$ cat config.mk
export PLATFORM = sky130hd
export DESIGN_NAME = lsu_mem_master
export DESIGN_NICKNAME = d
export VERILOG_FILES = /design/src/rtl/lsu_pkg.sv /design/src/rtl/lsu_mem_master_align.sv /design/src/rtl/lsu_mem_master.sv
export SDC_FILE = /design/constraint.sdc
export NUM_CORES = 1
export LEC_CHECK = 0
export ABC_AREA = 1
export CAP_MARGIN = 10
export CORE_ASPECT_RATIO = 1.4
export CORE_UTILIZATION = 47
export DETAILED_ROUTE_END_ITERATION = 6
export PLACE_DENSITY = 0.85
export SYNTH_ARGS = -nofsm -noshare
export SYNTH_HDL_FRONTEND = slang
export SYNTH_SLANG_ARGS = --single-unit
$ cat constraint.sdc
create_clock -name clk -period 2.6 [get_ports clk]
set_clock_uncertainty 0.1 [all_clocks]
set_input_delay 0.52 -clock clk [delete_from_list [all_inputs] [get_ports clk]]
set_output_delay 0.52 -clock clk [all_outputs]
set_load 0.02 [all_outputs]
$ cat src/rtl/lsu_pkg.sv
// Shared types, funct3 codes and lane helpers for the load/store unit.
package lsu_pkg;

  typedef enum logic [2:0] {
    S_IDLE  = 3'd0,
    S_READ  = 3'd1,
    S_WAIT  = 3'd2,
    S_WRITE = 3'd3,
    S_RESP  = 3'd4
  } lsu_state_t;

  localparam logic [2:0] F3_B  = 3'b000;
  localparam logic [2:0] F3_H  = 3'b001;
  localparam logic [2:0] F3_W  = 3'b010;
  localparam logic [2:0] F3_BU = 3'b100;
  localparam logic [2:0] F3_HU = 3'b101;

  function automatic logic [7:0] lane_byte(input logic [31:0] word, input logic [1:0] off);
    logic [7:0] b;
    case (off)
      2'd0:    b = word[7:0];
      2'd1:    b = word[15:8];
      2'd2:    b = word[23:16];
      2'd3:    b = word[31:24];
      default: b = 8'h00;
    endcase
    return b;
  endfunction

  function automatic logic [15:0] lane_half(input logic [31:0] word, input logic hsel);
    return hsel ? word[31:16] : word[15:0];
  endfunction

  // Unsigned sizes only exist for loads; H/W need natural alignment.
  function automatic logic req_error(input logic we, input logic [2:0] f3, input logic [1:0] off);
    logic e;
    case (f3)
      F3_B:    e = 1'b0;
      F3_BU:   e = we;
      F3_H:    e = off[0];
      F3_HU:   e = we | off[0];
      F3_W:    e = (off != 2'b00);
      default: e = 1'b1;
    endcase
    return e;
  endfunction

endpackage

$ cat src/rtl/lsu_mem_master_align.sv
// Combinational lane logic: load extract/extend and sub-word store merge.
module lsu_align
  import lsu_pkg::*;
(
  input  logic [31:0] i_word,
  input  logic [31:0] i_wdata,
  input  logic [1:0]  i_off,
  input  logic [2:0]  i_funct3,
  output logic [31:0] o_rdata,
  output logic [31:0] o_merged
);

  logic [7:0]  w_byte;
  logic [15:0] w_half;

  // Load path: select the addressed lane and extend it.
  always_comb begin
    w_byte = lane_byte(i_word, i_off);
    w_half = lane_half(i_word, i_off[1]);
    case (i_funct3)
      F3_B:    o_rdata = {{24{w_byte[7]}}, w_byte};
      F3_BU:   o_rdata = {24'h000000, w_byte};
      F3_H:    o_rdata = {{16{w_half[15]}}, w_half};
      F3_HU:   o_rdata = {16'h0000, w_half};
      F3_W:    o_rdata = i_word;
      default: o_rdata = 32'h00000000;
    endcase
  end

  // Store path: overlay the store lane onto the word read back from memory.
  always_comb begin
    o_merged = i_word;
    case (i_funct3)
      F3_B:    o_merged[{i_off, 3'b000} +: 8]     = i_wdata[7:0];
      F3_H:    o_merged[{i_off[1], 4'b0000} +: 16] = i_wdata[15:0];
      default: o_merged = i_wdata;
    endcase
  end

endmodule

$ cat src/rtl/lsu_mem_master.sv
// Load/store unit FSM driving a word-wide memory; sub-word stores use read-modify-write.
module lsu_mem_master
  import lsu_pkg::*;
(
  input  logic        clk,
  input  logic        reset,
  input  logic        req_valid,
  output logic        req_ready,
  input  logic        req_we,
  input  logic [2:0]  req_funct3,
  input  logic [31:0] req_addr,
  input  logic [31:0] req_wdata,
  output logic        resp_valid,
  input  logic        resp_ready,
  output logic [31:0] resp_rdata,
  output logic        resp_err,
  output logic [31:0] m_addr,
  output logic [31:0] m_wr_dat,
  output logic        m_rd_en,
  output logic        m_wr_en,
  input  logic [31:0] m_rd_dat
);

  lsu_state_t  r_state;
  logic        r_we;
  logic [2:0]  r_funct3;
  logic [31:0] r_addr;
  logic [31:0] r_wdata;
  logic [31:0] r_rdata;
  logic        r_err;

  logic [31:0] w_ext;
  logic [31:0] w_merged;
  logic        w_rd_strobe;
  logic        w_wr_strobe;

  lsu_align u_align (
    .i_word   (m_rd_dat),
    .i_wdata  (r_wdata),
    .i_off    (r_addr[1:0]),
    .i_funct3 (r_funct3),
    .o_rdata  (w_ext),
    .o_merged (w_merged)
  );

  // Request FSM; r_wdata is overwritten with the merged word during an RMW.
  always_ff @(posedge clk) begin
    if (reset) begin
      r_state  <= S_IDLE;
      r_we     <= 1'b0;
      r_funct3 <= 3'b000;
      r_addr   <= 32'h00000000;
      r_wdata  <= 32'h00000000;
      r_rdata  <= 32'h00000000;
      r_err    <= 1'b0;
    end else begin
      case (r_state)
        S_IDLE: begin
          if (req_valid) begin
            r_we     <= req_we;
            r_funct3 <= req_funct3;
            r_addr   <= req_addr;
            r_wdata  <= req_wdata;
            r_rdata  <= 32'h00000000;
            if (req_error(req_we, req_funct3, req_addr[1:0])) begin
              r_err   <= 1'b1;
              r_state <= S_RESP;
            end else begin
              r_err   <= 1'b0;
              r_state <= (req_we && (req_funct3 == F3_W)) ? S_WRITE : S_READ;
            end
          end
        end
        S_READ:  r_state <= S_WAIT;
        S_WAIT: begin
          if (r_we) begin
            r_wdata <= w_merged;
            r_state <= S_WRITE;
          end else begin
            r_rdata <= w_ext;
            r_state <= S_RESP;
          end
        end
        S_WRITE: r_state <= S_RESP;
        S_RESP: begin
          if (resp_ready) begin
            r_state <= S_IDLE;
          end
        end
        default: r_state <= S_IDLE;
      endcase
    end
  end

  // Strobes are decoded from state and suppressed in any cycle with reset high.
  assign w_rd_strobe = (r_state == S_READ)  && !reset;
  assign w_wr_strobe = (r_state == S_WRITE) && !reset;

  assign m_rd_en    = w_rd_strobe;
  assign m_wr_en    = w_wr_strobe;
  assign m_addr     = (w_rd_strobe || w_wr_strobe) ? {2'b00, r_addr[31:2]} : 32'h00000000;
  assign m_wr_dat   = w_wr_strobe ? r_wdata : 32'h00000000;
  assign req_ready  = (r_state == S_IDLE) && !reset;
  assign resp_valid = (r_state == S_RESP) && !reset;
  assign resp_rdata = r_rdata;
  assign resp_err   = r_err;

endmodule

==> results of run 1 <==
critical path: cells and delay by family:
kind | cells | cell delay, ns
buffers and inverters | 3 | 1.24
AND/OR/NAND/NOR | 1 | 0.16
worst min path at each step:
stage               depth (start not counted)  slack, ns         end        from
floorplan                                   2       0.33  r_addr[10]  r_addr[10]
global placement                            2       0.34  r_addr[22]  r_addr[22]
detailed placement                          2       0.35  r_addr[18]  r_addr[18]
CTS                                         2       0.36  r_addr[18]  r_addr[18]
global route                                2       0.38  r_addr[10]  r_addr[10]
finish                                      2       0.36  r_addr[22]  r_addr[22]
sequential cells by signal (all words and copies together), names as in the netlist:
register	cells
r_wdata	32
r_we	1
r_state	3
r_addr	32
resp_err	1
resp_rdata	32
r_funct3	3
kinds of logic after synthesis:
group,Yosys count
adder cells (fa/ha/maj),5
other,1
AND/OR/NAND/NOR,552
flip-flops,104
AO/OA/AOI/OAI,209
buffers and inverters,206
what timing repair did:
| action | CTS | global route |
|---|---|---|
| endpoints found under the setup margin | 65 | 39 |
| resized for setup | 65 | 65 |
| hold endpoints to repair | 0 | 0 |
cell usage after synthesis:
master,number
nand2_4,4
a21boi_0,6
a21oi_1,96
clkinv_1,1
nor2_2,4
buf_6,6
o22ai_1,9
o211ai_1,8
a21boi_1,10
nor2_8,1
conb_1,1
inv_2,7
o21ai_2,1
buf_1,1
nand3_2,3
o21ai_1,3
nand3_1,83
nand2_2,5
buf_2,20
clkinv_2,1
o21ai_0,76
or2_2,7
dfxtp_1,104
buf_4,3
inv_4,1
clkbuf_1,33
nor2_1,175
nand4_1,2
ha_1,5
nor3_1,2
nand2_1,259
nor2_4,7
inv_1,133
placed cells by master (no fill, tap or decap), types with 5 or more instances in the layout:
cell type | synthesis | layout
nand2_2 | 5 | 5
nor2_1 | 175 | 175
o21ai_0 | 76 | 76
inv_2 | 7 | 7
nor2_4 | 7 | 7
nand3_1 | 83 | 82
a21boi_0 | 6 | 6
clkbuf_2 | 0 | 32
clkdlybuf4s50_1 | 0 | 137
o211ai_1 | 8 | 8
ha_1 | 5 | 5
inv_1 | 133 | 133
dfxtp_1 | 104 | 104
nand2_1 | 259 | 259
buf_4 | 3 | 19
a21boi_1 | 10 | 10
dlygate4sd2_1 | 0 | 33
o22ai_1 | 9 | 9
clkbuf_16 | 0 | 9
a21oi_1 | 96 | 96
or2_2 | 7 | 7
per-layer routing:
metal,track usage,up-vias
met3,0.0630,64
met4,0.141,0
met5,0,-
li1,-,3708
met2,0.512,319
met1,0.322,3251
metrics by stage:
stage	std cells	hold slack (ns)
6_report	1435	0.357
5_1_grt	1435	0.379
4_1_cts	1435	0.360
3_5_place_dp	1419	0.350
3_3_place_gp	1419	0.341
2_1_floorplan	1078	0.330
power by group through the flow:
stage               logic (uW)  clock network, uW  registers, uW
floorplan                  758                  0           1840
global placement          1150                  0           1840
detailed placement        1160                  0           1850
CTS                       1170               1320           1810
global route              1310               1390           1830
finish                    1180               1310           1810
layout make-up:
class,count,area [um2]
Sequential cell,104,2080
Timing Repair Buffer,222,1980
Inverter,143,541
Fill cell,1305,4730
Tap cell,182,228
Clock buffer,11,243
Clock inverter,5,40.0
Multi-Input combinational cell,768,3540
==> results.json, run 1 <==
{
  "run_status": "complete, no violations",
  "setup_slack_ns": 0.0572,
  "fmax_mhz": 393,
  "r2r-end": "resp_rdata[6]",
  "ff2ff_path_depth": 8,
  "cpPeakStageDelay_ns": 0.65,
  "grt_start_max_net_pins": 54,
  "clkSlewWorstSetupHoldPaths_ns": 0.07,
  "synth.ff_latch_count": 104,
  "grt-ovfl-total": 0,
  "drtPass1Iterations": 6,
  "port-buffer-count": 202,
  "power_switching_uw": 1430,
  "crit_start": "reset",
  "synth_fa_ha_area_frac": 0.00967,
  "met3_length_mm": 1.54,
  "crit_path_end": "m_rd_en",
  "regToRegStartpoint": "r_addr[1]",
  "path_cells": "clkdlybuf4s50_1 -> buf_4 -> nor3_1 -> clkdlybuf4s50_1",
  "yosys.area_share.simple": 0.362,
  "worstPathArrival_ns": 1.92,
  "power_uw": 4300,
  "cp_slowest_cell": "clkdlybuf4s50_1",
  "grt_pass1_vias": 6684,
  "yosys_warnings": 0,
  "layout-drive-gt1-share": 0.0870,
  "core_area_um2": 13400,
  "synth.top_cells.by_area": "dfxtp_1 32%, nand2_1 15%, nor2_1 10%",
  "slew_violations": 0,
  "path_common_cell": "clkdlybuf4s50_1",
  "dpl_worst_slack_ns": -0.268,
  "seqPwrFrac": 0.421,
  "vias": 7342,
  "p_comb_frac": 0.274,
  "cts.sinks": 104,
  "p_sw_frac": 0.333,
  "synthesis.instances": 1077,
  "reg2reg_setup_slack_ns": 0.31,
  "met2RoutedLength_mm": 10.2,
  "ys_types": 33,
  "clkPwrFrac": 0.305,
  "end_kind": "output port",
  "synth_xor_area_frac": 0,
  "synth_compound_area_frac": 0.173,
  "hp-class": "reg2reg",
  "critPathRequiredTime_ns": 1.98,
  "synth_top_area_frac": 0.322,
  "maxCapViolCount": 0,
  "yosysSeqAreaShare": 0.322,
  "ant_nets": 0,
  "route.detailed.drc": 0,
  "drtIter0Drc": 408,
  "worst_pin_slew_ns": 0.555,
  "muxShareOfSynthArea": 0,
  "antennaDiodeCount": 0,
  "avgViaCountPerCell": 5.12,
  "antenna_found_initial": 0,
  "die_h_um": 141,
  "clock_latency_ns": 0.35,
  "cp-start-kind": "input pin",
  "power_leakage_uw": 0.00399,
  "routed_wl_mm": 20.6,
  "syn_area_per_cell_um2": 6.01,
  "period_minus_slack_ns": 2.54,
  "vdd_drop_max_mv": 0.314,
  "nets": 1357,
  "wl_met1_mm": 7.89,
  "dp_hpwl_mm": 15.7,
  "finalInstanceArea_um2": 8650,
  "cellPowerDensity_nw_per_um2": 497,
  "htree_levels": 3,
  "critical_path_class": "in2out",
  "placed_cell_area_um2": 8570,
  "wl_per_cell_um": 14.3,
  "io_pins": 205,
  "grt_util_all_layers": 0.289,
  "gp_congestion": 0.972,
  "p_int_uw": 2870,
  "grt_pass1_wl_mm": 32.3,
  "cts_tree": "yes",
  "final-hold-violation-count": 0,
  "synth_area_leader_cell": "dfxtp_1",
  "cp_max_fo": 6,
  "root_buffer": "clkbuf_16",
  "fin_util": 0.646,
  "final-setup-viol-count": 0,
  "rows": 50,
  "die_area_um2": 14200,
  "syn_to_final_growth_pct": 33.8,
  "fin_crit_sh": 0.978,
  "routed.top_layer": "met4",
  "hold_buffers": 0,
  "relSlewSlack": 0.630,
  "cts_setup_buffers": 0,
  "fin_setup_tns_ns": 0,
  "initial_core_util": 0.483,
  "synth_top_family_by_area": "simple AND/OR/NAND/NOR gates",
  "chipWidth_um": 101,
  "cts.path.max_buffers": 2,
  "syn_area_um2": 6470,
  "grt_setup_unrepaired": "false",
  "cts-buffers-inserted": 9
}
No activity file was read; power rests on OpenSTA's default activity.
==> run 2, diff against run 1 <==
--- a/config.mk
+++ b/config.mk
@@ -8,9 +8,9 @@
 export ABC_AREA = 1
 export CAP_MARGIN = 10
 export CORE_ASPECT_RATIO = 1.4
-export CORE_UTILIZATION = 47
+export CORE_UTILIZATION = 35
 export DETAILED_ROUTE_END_ITERATION = 6
-export PLACE_DENSITY = 0.85
+export PLACE_DENSITY = 0.67
 export SYNTH_ARGS = -nofsm -noshare
 export SYNTH_HDL_FRONTEND = slang
 export SYNTH_SLANG_ARGS = --single-unit
==> results.json, run 2 (synthesis results as in run 1) <==
{
  "run_status": "complete, no violations",
  "cts_tree": "yes",
  "grt_util_all_layers": 0.230,
  "die_area_um2": 19000,
  "dp_hpwl_mm": 16.8,
  "final-setup-viol-count": 0,
  "power_uw": 4310,
  "busiest_layer": "met2",
  "maxCapViolCount": 0,
  "worst_pin_slew_ns": 0.537,
  "ff2ff_path_depth": 8,
  "route.detailed.drc": 0,
  "htree_levels": 3,
  "reg2reg_setup_slack_ns": 0.57,
  "final-hold-violation-count": 0,
  "finalInstanceArea_um2": 8810,
  "crit_cells": 8,
  "cts.sinks": 104,
  "slew_violations": 0,
  "hp-class": "reg2reg",
  "vias": 7209,
  "placed_cell_area_um2": 8660,
  "grt-ovfl-total": 0,
  "drtPass1Iterations": 6,
  "wl_per_cell_um": 14.5,
  "period_minus_slack_ns": 2.52,
  "r2r-end": "r_wdata[17]",
  "grt_pass1_vias": 6772,
  "clkSlewWorstSetupHoldPaths_ns": 0.06,
  "cp_max_fo": 32,
  "gp_congestion": 0.930,
  "antenna_found_initial": 0,
  "die_h_um": 163,
  "setup_slack_ns": 0.0839,
  "io_pins": 205,
  "syn_to_final_growth_pct": 36.2,
  "hold_buffers": 0,
  "rows": 58,
  "final_common_cell": "nand2_1",
  "avgViaCountPerCell": 4.82,
  "vdd_drop_max_mv": 0.296,
  "core_area_um2": 18000,
  "cp-start-kind": "input pin",
  "grt_start_max_net_pins": 61,
  "path_cells": "clkdlybuf4s50_1 -> nor2_1 -> inv_2 -> nor2_1 -> inv_2 -> buf_12 -> nor2_1 -> clkdlybuf4s15_1",
  "use_met2": 0.409,
  "cts.path.max_buffers": 2,
  "crit_path_end": "m_wr_dat[13]",
  "worstPathArrival_ns": 1.90,
  "fin_crit_sh": 0.968,
  "initial_core_util": 0.359,
  "grt_setup_unrepaired": "false",
  "drtIter0Drc": 383,
  "clock_latency_ns": 0.36,
  "chipWidth_um": 117,
  "antennaDiodeCount": 0,
  "use_met1": 0.250,
  "grt_pass1_wl_mm": 33.3,
  "use_met3": 0.0510,
  "critPathRequiredTime_ns": 1.98,
  "final_cell_mix": "259 x nand2_1, 175 x nor2_1, 136 x clkdlybuf4s50_1",
  "layout-drive-gt1-share": 0.0773,
  "root_buffer": "clkbuf_16",
  "critical_path_class": "in2out",
  "fmax_mhz": 397,
  "crit_start": "reset",
  "ant_nets": 0,
  "port-buffer-count": 202,
  "nets": 1360,
  "routed_wl_mm": 21.7,
  "relSlewSlack": 0.642,
  "power_leakage_uw": 0.00402,
  "end_kind": "output port",
  "path_common_cell": "nor2_1",
  "cp_top_family": "buffers and inverters",
  "cellPowerDensity_nw_per_um2": 489,
  "cts-buffers-inserted": 9,
  "dpl_worst_slack_ns": -0.245,
  "cp_slowest_cell": "clkdlybuf4s50_1",
  "regToRegStartpoint": "r_funct3[1]",
  "crit_buf_inv": 5,
  "cpPeakStageDelay_ns": 0.42
}
[run 2: changes by cell type in the layout (fill, tap and decap cells not counted), sizes merged, moves of 2 or more]
cell	before	now
clkbuf	43	32
buf	20	23
clkinvlp	2	0
clkdlybuf4s15	0	13
inv	143	141
[run 2: metrics by stage]
| stage | instances | util | hold slack (ns) | setup TNS, ns |
|---|---|---|---|---|
| floorplan | 1078 | - | 0.330 | 0 |
| global placement | 1480 | 0.481 | 0.341 | -9.13 |
| detailed placement | 1480 | 0.481 | 0.346 | -10.03 |
| CTS | 1495 | 0.492 | 0.357 | 0 |
| global route | 1495 | 0.489 | 0.376 | 0 |
| finish | 1495 | 0.489 | 0.354 | 0 |
[run 2: repair_timing]
item	4_1_cts	5_1_grt
hold endpoints to repair	0	0
setup endpoints to repair	66	32
buffers inserted	0	0
gates resized for setup	66	51
pin swaps	0	0
[run 2: worst register-to-register path, delay by kind of cell, from the launching register on]
kind	cells	cell delay [ns]
and+or+nand+nor	5	0.84
buffers and inverters	2	0.20
DFF	1	0.66
AOI/OAI and AO/OA	1	0.17
[run 2: layout make-up]
cell class | instances | area (um2)
Clock buffer | 13 | 270
Clock inverter | 2 | 13.8
Fill cell | 1968 | 9190
Inverter | 143 | 541
Multi-Input combinational cell | 768 | 3530
Sequential cell | 104 | 2080
Tap cell | 240 | 300
Timing Repair Buffer | 225 | 2070
[run 2: how the worst min path moves through the flow]
stage	start	end	cells past startpoint
after floorplan	r_addr[10]	r_addr[10]	2
after global placement	r_addr[28]	r_addr[28]	2
after detailed placement	r_addr[23]	r_addr[23]	2
after CTS	r_addr[23]	r_addr[23]	2
after global routing	r_addr[20]	r_addr[20]	2
final	r_addr[23]	r_addr[23]	2
[run 2: power breakdown]
part | switching, uW | internal [uW]
logic | 722 | 457
registers | 86.3 | 1730
clock network | 592 | 724
[run 2: metal layers]
layer / vias up / wire length (um)
met5: - / 0
met4: 0 / 915
met3: 53 / 1750
met2: 273 / 10600
met1: 3167 / 8480
li1: 3716 / -
